===== src/rtl/div8_pkg.sv =====
// div8_pkg: shared widths, constants, state encoding and small helpers
// for the sequential restoring divider.
package div8_pkg;

  // Operand and result width; the datapath is written for 8 bits only.
  localparam int DIV_W = 8;

  // Number of restoring iterations, one quotient bit per clock.
  localparam int ITER_COUNT = DIV_W;

  // Width of the iteration counter that runs ITER_COUNT-1 down to 0.
  localparam int CNT_W = $clog2(ITER_COUNT);

  // Quotient reported when the divisor is zero.
  localparam logic [DIV_W-1:0] DIV0_QUOTIENT = 8'hFF;

  // Most negative two's-complement value, used to spot -128 / -1.
  localparam logic [DIV_W-1:0] SIGNED_MIN = {1'b1, {(DIV_W-1){1'b0}}};

  // Controller states.
  typedef enum logic [1:0] {
    IDLE = 2'd0,
    CALC = 2'd1,
    DONE = 2'd2
  } state_t;

  // Two's-complement negation at operand width.
  function automatic logic [DIV_W-1:0] negate(input logic [DIV_W-1:0] value);
    return ~value + DIV_W'(1);
  endfunction

  // Magnitude of a value that is optionally treated as signed.
  function automatic logic [DIV_W-1:0] magnitude(input logic [DIV_W-1:0] value,
                                                 input logic             is_signed);
    return (is_signed && value[DIV_W-1]) ? negate(value) : value;
  endfunction

endpackage


===== src/rtl/div8_step.sv =====
// div8_step: one combinational restoring-division iteration.
// Shifts the next dividend bit into the partial remainder and performs a
// 9-bit trial subtraction (add of the divisor's two's complement); the
// sign of the trial result decides the quotient bit and whether the
// subtraction is kept or the shifted remainder is restored.
module div8_step
  import div8_pkg::*;
(
  input  logic [DIV_W:0]   rem_in,
  input  logic [DIV_W-1:0] quo_in,
  input  logic [DIV_W-1:0] dvs,
  output logic [DIV_W:0]   rem_out,
  output logic [DIV_W-1:0] quo_out
);

  logic [DIV_W:0] shifted;
  logic [DIV_W:0] trial;

  // The partial remainder is always below the divisor, so only its low
  // DIV_W bits take part in the shift; the top bit is carried for width.
  logic unused_rem_msb;
  assign unused_rem_msb = rem_in[DIV_W];

  // Trial subtraction and restore decision for a single quotient bit.
  always_comb begin
    shifted = {rem_in[DIV_W-1:0], quo_in[DIV_W-1]};
    trial   = shifted + {1'b1, ~dvs} + (DIV_W+1)'(1);
    if (!trial[DIV_W]) begin
      rem_out = trial;
      quo_out = {quo_in[DIV_W-2:0], 1'b1};
    end else begin
      rem_out = shifted;
      quo_out = {quo_in[DIV_W-2:0], 1'b0};
    end
  end

endmodule


===== src/rtl/div8_seq.sv =====
// div8_seq: sequential 8-bit restoring divider with start/done handshake.
// IDLE accepts a request, CALC retires one quotient bit per clock for
// eight clocks, DONE finalises the results, which are published together
// with a one-cycle done pulse as the controller returns to IDLE.
// Optional feature macro: DIV8_SIGNED_EN enables two's-complement
// operation via signed_op (abs at capture, sign correction, overflow).
module div8_seq
  import div8_pkg::*;
(
  input  logic             clk,
  input  logic             rst,
  input  logic             start,
  input  logic [DIV_W-1:0] dividend,
  input  logic [DIV_W-1:0] divisor,
  input  logic             signed_op,
  output logic             busy,
  output logic             done,
  output logic [DIV_W-1:0] quotient,
  output logic [DIV_W-1:0] remainder,
  output logic             div_by_zero,
  output logic             overflow
);

  state_t           state;
  logic [CNT_W-1:0] iter_cnt;
  logic [DIV_W:0]   rem_r;
  logic [DIV_W-1:0] quo_r;
  logic [DIV_W-1:0] dvs_mag;
  logic             dz_pend;

  logic [DIV_W:0]   rem_next;
  logic [DIV_W-1:0] quo_next;

  logic [DIV_W-1:0] dividend_mag;
  logic [DIV_W-1:0] divisor_mag;
  logic [DIV_W-1:0] final_quo;
  logic [DIV_W-1:0] final_rem;

  logic             accept;
  logic             divisor_zero;

  assign accept       = (state == IDLE) && start;
  assign divisor_zero = (divisor == '0);

  div8_step u_step (
    .rem_in  (rem_r),
    .quo_in  (quo_r),
    .dvs     (dvs_mag),
    .rem_out (rem_next),
    .quo_out (quo_next)
  );

`ifdef DIV8_SIGNED_EN

  logic neg_quo;
  logic neg_rem;
  logic ovf_pend;

  assign dividend_mag = magnitude(dividend, signed_op);
  assign divisor_mag  = magnitude(divisor, signed_op);

  // Divide-by-zero results bypass sign correction, so the negate flags
  // are only set for a real division.
  assign final_quo = neg_quo ? negate(quo_r) : quo_r;
  assign final_rem = neg_rem ? negate(rem_r[DIV_W-1:0]) : rem_r[DIV_W-1:0];

  // Capture the sign bookkeeping with the operands and publish overflow
  // together with the other results.
  always_ff @(posedge clk) begin
    if (rst) begin
      neg_quo  <= 1'b0;
      neg_rem  <= 1'b0;
      ovf_pend <= 1'b0;
      overflow <= 1'b0;
    end else begin
      if (accept) begin
        neg_quo  <= signed_op && !divisor_zero &&
                    (dividend[DIV_W-1] ^ divisor[DIV_W-1]);
        neg_rem  <= signed_op && !divisor_zero && dividend[DIV_W-1];
        ovf_pend <= signed_op && (dividend == SIGNED_MIN) && (divisor == '1);
      end
      if (state == DONE) begin
        overflow <= ovf_pend;
      end
    end
  end

`else

  // Unsigned-only build: signed_op has no effect and no sign logic exists.
  logic unused_signed_op;
  assign unused_signed_op = signed_op;

  assign dividend_mag = dividend;
  assign divisor_mag  = divisor;
  assign final_quo    = quo_r;
  assign final_rem    = rem_r[DIV_W-1:0];
  assign overflow     = 1'b0;

`endif

  // Controller, iteration datapath registers and registered result outputs.
  always_ff @(posedge clk) begin
    if (rst) begin
      state       <= IDLE;
      iter_cnt    <= '0;
      rem_r       <= '0;
      quo_r       <= '0;
      dvs_mag     <= '0;
      dz_pend     <= 1'b0;
      busy        <= 1'b0;
      done        <= 1'b0;
      quotient    <= '0;
      remainder   <= '0;
      div_by_zero <= 1'b0;
    end else begin
      done <= 1'b0;
      case (state)
        IDLE: begin
          if (start) begin
            dz_pend <= divisor_zero;
            dvs_mag <= divisor_mag;
            if (divisor_zero) begin
              quo_r <= DIV0_QUOTIENT;
              rem_r <= {1'b0, dividend};
              state <= DONE;
            end else begin
              quo_r    <= dividend_mag;
              rem_r    <= '0;
              iter_cnt <= CNT_W'(ITER_COUNT - 1);
              busy     <= 1'b1;
              state    <= CALC;
            end
          end
        end

        CALC: begin
          rem_r <= rem_next;
          quo_r <= quo_next;
          if (iter_cnt == '0) begin
            busy  <= 1'b0;
            state <= DONE;
          end else begin
            iter_cnt <= iter_cnt - CNT_W'(1);
          end
        end

        DONE: begin
          done        <= 1'b1;
          quotient    <= final_quo;
          remainder   <= final_rem;
          div_by_zero <= dz_pend;
          state       <= IDLE;
        end

        default: begin
          busy  <= 1'b0;
          state <= IDLE;
        end
      endcase
    end
  end

endmodule


===== config.mk =====
export PLATFORM = sky130hd
export DESIGN_NAME = div8_seq
export DESIGN_NICKNAME = d
export VERILOG_FILES = /design/src/rtl/div8_pkg.sv /design/src/rtl/div8_step.sv /design/src/rtl/div8_seq.sv
export SDC_FILE = /design/constraint.sdc
export NUM_CORES = 1
export LEC_CHECK = 0
export ABC_AREA = 1
export ABC_CLOCK_PERIOD_IN_PS = 2810
export BUFFER_PORTS_ARGS = -buffer_cell sky130_fd_sc_hd__buf_2
export CELL_PAD_IN_SITES_DETAIL_PLACEMENT = 2
export CELL_PAD_IN_SITES_GLOBAL_PLACEMENT = 2
export CORE_UTILIZATION = 34
export DETAILED_ROUTE_END_ITERATION = 10
export PLACE_DENSITY_LB_ADDON = 0.25
export SYNTH_ARGS = -nofsm -noshare
export SYNTH_HDL_FRONTEND = slang
export SYNTH_SLANG_ARGS = --single-unit

===== constraint.sdc =====
create_clock -name clk -period 2.81 [get_ports clk]
set_input_delay 0.843 -clock clk [delete_from_list [all_inputs] [get_ports clk]]
set_output_delay 0.843 -clock clk [all_outputs]
set_load 0.05 [all_outputs]

Word level (Yosys, flattened, before mapping)
Cells that the tools add are included.
Cells by class
  $add $sub $neg: 3
  equal/unequal tests: 6
  multiplexer cells: 21
  bitwise gates (word level): 2
  reductions and logical operators: 9
Operators by type and width (number)
  two-way mux 8 bit: 5
  one-hot mux 8 bit (2 select lines): 2
  adder 9 x 1 -> 9 bit, second input constant: 1
  adder 9 bit: 1
  two-way mux 3 bit: 3
  logical NOT 8 bit: 1
  inequality test 2 bit, second input constant: 4
  NOT 8 bit: 1
  AND reduction 4 bit: 2
  two-way mux 2 bit: 3
  one-hot mux 3 bit (2 select lines): 1
  AND reduction 2 bit: 3
  two-way mux 1 bit: 5
  one-hot mux 2 bit (2 select lines): 1
  logical NOT 3 bit: 1
  one-hot mux 1 bit (3 select lines): 1
  subtractor 3 x 1 -> 3 bit, second input constant: 1
  == test 2 x 1 -> 1 bit, second input constant: 1
  == test 2 bit, second input constant: 1
  logical NOT 2 bit: 1
  nonzero test 2 bit: 1
  NOT 1 bit: 1
Storage, ports and cells
  flip-flop bits (word level): 49
  word-level logic and storage cells: 52

Longest topological paths before layout
  depth in word-level cells: 5
  gate-level depth with buffers: 14

Modules after synthesis
Synthesis repeated with hierarchy kept, for this count alone.
Second synthesis, totals
  cell total of the unflattened synthesis: 377
  area, all modules: 2695.1 um^2
By module, submodules not included
  div8_seq: times used 1, cells an instance 278, area each 2153.3 um^2, seq. area each 1001.0 um^2
  div8_step: times used 1, cells an instance 99, area each 541.8 um^2, seq. area each 0.0 um^2

Worst setup path before layout
No wires, ideal clock.
  kind: reg-to-reg
  start: reg quo_r[7], in the netlist final_quo[7]
  end: reg rem_r[7]
  library setup time: 0.117 ns
  data arrival time: 1.641 ns
  path slack: 1.052 ns
  stages on the path, launching flop included: 15
  clock period less this slack: 1.758 ns
  cell sequence: dfxtp_1 inv_1 ha_1 inv_1 fa_1 nand2_1 nand2_1 nand3_2 nand2_2 nand2_2 nand2_4 nor2_1 nor2_1 nor2_1 nor2_1
On the way
  longest elaborated chain between the ends: 4
Ends and longest elaborated chain
  start: declaration: line div8_seq.sv:27  | logic [DIV_W-1:0] quo_r;
  start signal: assignment: line div8_seq.sv:128  | quo_r <= dividend_mag;
  start signal: assignment: line div8_seq.sv:139  | quo_r <= quo_next;
  adder 9 bit: line div8_step.sv:27  | trial = shifted + {1'b1, ~dvs} + (DIV_W+1)'(1);
  adder 9 x 1 -> 9 bit: line div8_step.sv:27
  two-way mux 8 bit: line div8_step.sv:28  | if (!trial[DIV_W]) begin
  one-hot mux 8 bit (2 select lines): line div8_seq.sv:118  | case (state)
  end signal: assignment: line div8_seq.sv:125  | rem_r <= {1'b0, dividend};
  end signal: assignment: line div8_seq.sv:138  | rem_r <= rem_next;
  end: declaration: line div8_seq.sv:26  | logic [DIV_W:0] rem_r;
Every way passes these cells.
A chain may end at the register's enable or synchronous reset.

Worst setup path after layout
  start: reg quo_r[7], in the netlist final_quo[7]
  end: reg rem_r[5]
Same word-level chain as after synthesis.

==> flow_summary.ini <==
[clock_network]
clockBufferDepth = 2
clockRootBuffer = clkbuf_8
cts_setup_buffers = 0
cts_tree = done
hold_buffers = 0
path_clk_slew_ns = 0.09
cts_max_level = 2
cts.sinks = 49
ctsResizeCount = 0
cts_made_buffers = 5
worstSkewPairLatency_ns = 0.31

[timing]
timing_hold_violations_final = 0
drv_slew = 0
setup_viol = 0
grt_setup_unrepaired = false
max_freq_mhz = 466
final.setup.tns_ns = 0
clock_skew_ns = 0.00165
slew_headroom_pct = 65.3
min_period_ns = 2.14
setup_ws_ns = 0.665
post-route-period-util_pct = 76.3
hold_slack_ns = 0.465
worst_slew_pin_slew_ns = 0.519

[worst_setup_path]
crit_path_top_delay_cell = fa_1
critPathBufInv = 2
r2r_start = final_quo[7]$_SDFFE_PP0P_
crit_fanout = 8
start_kind = register
r2r_cells = 13
ff2ff_setup_slack_ns = 0.67
setup.worst_path.end_class = register
crit_family = simple AND/OR/NAND/NOR gates
critPathMaxStageDelay_ns = 0.41
path_class = reg2reg
cp.required_ns = 3.06
cp_common_cell = nand2_1
r2r-end = rem_r[5]$_SDFFE_PP0P_
cp_data_arrival_time_ns = 2.40
crit_path_cell_trace = inv_1 > ha_1 > inv_1 > fa_1 > nand2_1 > nand2_1 > nand3_2 > nand3_1 > nand2_4 > nand2_1 > nand2_1 > nand2_1 > a21oi_1

[synthesis]
synth_nets = 398
synth_area_um2 = 2640
synth_warnings = 0
synthCells = 367
ys_types = 34
ys_seq_area_share_pct = 37.2
ys_seq_elements = 49
synth_top_flop_cell = dfxtp_1
synth_edf_count = 0
synth_area_per_cell_um2 = 7.19
synth-async-reset-ratio_pct = 0

[final_layout]
diodes = 0
instances_no_fill = 500
nets = 431
area_growth_syn_to_layout_pct = 13.6
fillerInstances = 917
drive_gt1_share_pct = 17.5

[die]
die_w_um = 90.1
rows = 31
core_region_area_um2 = 7370
die_h_um = 90.1
start_util_pct = 35.8
dieArea_um2 = 8120
pin_count = 40

[placed_design]
dp.cells = 492
io_buffers = 37
dpl.hpwl_mm = 5.44
post-place-ws_ns = 0.585
finalWeightedCongestion = 0.760

[power_and_ir_drop]
power.internal_mw = 1.31
total_power_mw = 2.14
p_sw_mw = 0.832
p_clk_share_pct = 25.6
comb_power_share_pct = 36.2
power.sequential.fraction_pct = 38.2
p_sw_share_pct = 38.9
p_per_area_nw_per_um2 = 713
irDropWorstVdd_v = 0.000293
p_leak_nw = 1.46

[route]
num_vias = 2451
firstDrtPassIters = 4
drt.antenna.violating_nets = 0
drc_errors = 0
avgViaCountPerCell = 4.90
drt-total-wl_mm = 7.52
routedWlPerCell_um = 15.0
drtIter0Drc = 77

[hold_path]
hold_path_class = reg2reg
holdCritStartpoint = dvs_mag[5]$_SDFFE_PP0P_
hold_path_end = dvs_mag[5]$_SDFFE_PP0P_
hold_depth = 2

[grt]
grt_pass1_vias = 2584
grt_pass1_wl_mm = 12.6
grt_max_degree = 33
grt_use_total_pct = 19.4
grt_overflow_total = 0
antenna_found_initial = 0

[outcome]
status = completed

[job]
drv_cap = 0
## routing by layer
metal,global-route usage (%),part of all wire [%],routed length [µm],vias up
met1,23.9,47,3500,1162
met5,0,0,0,-
li1,-,-,-,1235
met2,35.0,49,3700,42
met4,5.91,1.7,129,0
met3,2.62,2.4,182,12
## cell families (layout without fill, tap and decap cells)
group / count (synthesis) / after routing / share of synthesized area [%]
DFF: 49 / 49 / 37.2
and+or+nand+nor: 129 / 129 / 23.7
AOI/OAI and AO/OA: 99 / 99 / 19.8
other: 1 / 1 / 0.142
buffers and inverters: 75 / 109 / 12.7
adders and majority gates: 11 / 11 / 5.50
xor gates and xnor gates: 3 / 3 / 0.995
## worst max path at each step
stage / startpoint / endpoint / slack, ns / depth (start not counted)
final: final_quo[7]$_SDFFE_PP0P_ / rem_r[5]$_SDFFE_PP0P_ / 0.67 / 13
after global routing: final_quo[7]$_SDFFE_PP0P_ / rem_r[5]$_SDFFE_PP0P_ / 0.45 / 13
after CTS: final_quo[7]$_SDFFE_PP0P_ / rem_r[5]$_SDFFE_PP0P_ / 0.66 / 13
after detailed placement: divisor[6] / rem_r[2]$_SDFFE_PP0P_ / 0.59 / 8
after global placement: divisor[6] / rem_r[1]$_SDFFE_PP0P_ / 0.60 / 8
after floorplan: final_quo[7]$_SDFFE_PP0P_ / rem_r[7]$_SDFFE_PP0P_ / 1.05 / 14
## state kept, by name, summed over array words and instances, names as in the netlist, 2 cells and up
| register | flops |
|---|---|
| rem_r | 8 |
| final_quo | 8 |
| remainder | 8 |
| dvs_mag | 8 |
| quotient | 8 |
| iter_cnt | 3 |
| state | 2 |
## cell usage after synthesis (3+ instances only)
| library cell | count | area share [%] |
|---|---|---|
| a21oi_1 | 32 | 6.1 |
| a31oi_1 | 7 | 1.7 |
| buf_2 | 3 | 0.57 |
| buf_6 | 5 | 2.1 |
| clkbuf_1 | 4 | 0.57 |
| dfxtp_1 | 49 | 37 |
| ha_1 | 10 | 4.7 |
| inv_1 | 55 | 7.8 |
| inv_2 | 4 | 0.57 |
| nand2_1 | 64 | 9.1 |
| nand2_2 | 4 | 0.95 |
| nand2_4 | 3 | 1.3 |
| nand3_1 | 16 | 3.0 |
| nor2_1 | 30 | 4.3 |
| nor2_8 | 3 | 2.3 |
| o21ai_0 | 38 | 7.2 |
| o21ai_1 | 19 | 3.6 |
## cell type report
type                    count  area [µm²]  area share [%]
clock buffers               7        86.3            2.88
clock inverters             1        30.0            1.00
repair buffers             39         213            7.09
multi-input cells         243        1320            44.1
flip-flops and latches     49         981            32.7
well taps                  99         124            4.13
inverters                  62         243            8.09
## power by group through the flow
| stage | clock, mW | sequential (mW) | combinational, mW |
|---|---|---|---|
| after CTS | 0.557 | 0.818 | 0.785 |
| after detailed placement | 0 | 0.833 | 0.769 |
| final | 0.547 | 0.818 | 0.774 |
| after floorplan | 0 | 0.875 | 0.541 |
| after global routing | 0.581 | 0.827 | 0.874 |
| after global placement | 0 | 0.830 | 0.729 |
## metrics by stage
stage | util (%) | instance area (µm²)
2_1_floorplan | - | 2640
3_3_place_gp | 39.1 | 2880
3_5_place_dp | 39.1 | 2880
4_1_cts | 40.7 | 3000
5_1_grt | 40.7 | 3000
6_report | 40.7 | 3000
## worst min-delay path: cells and delay by family (launching register included)
kind	cells	cell delay (ns)
flops	1	0.31
buf+inv	1	0.07
compound gates	1	0.06
## cells in the final DEF (no fill, tap or decap), types with 2 or more instances in the layout
master    count
nand2_1      64
inv_1        55
dfxtp_1      49
o21ai_0      38
buf_2        37
a21oi_1      32
nor2_1       30
o21ai_1      19
nand3_1      16
ha_1         10
a31oi_1       7
clkbuf_8      6
inv_2         4
nand2_2       4
nand2_4       3
nor2_8        3
inv_4         2
nor2_4        2
nand3b_1      2
xnor2_1       2
No activity file was read; power rests on OpenSTA's default activity.
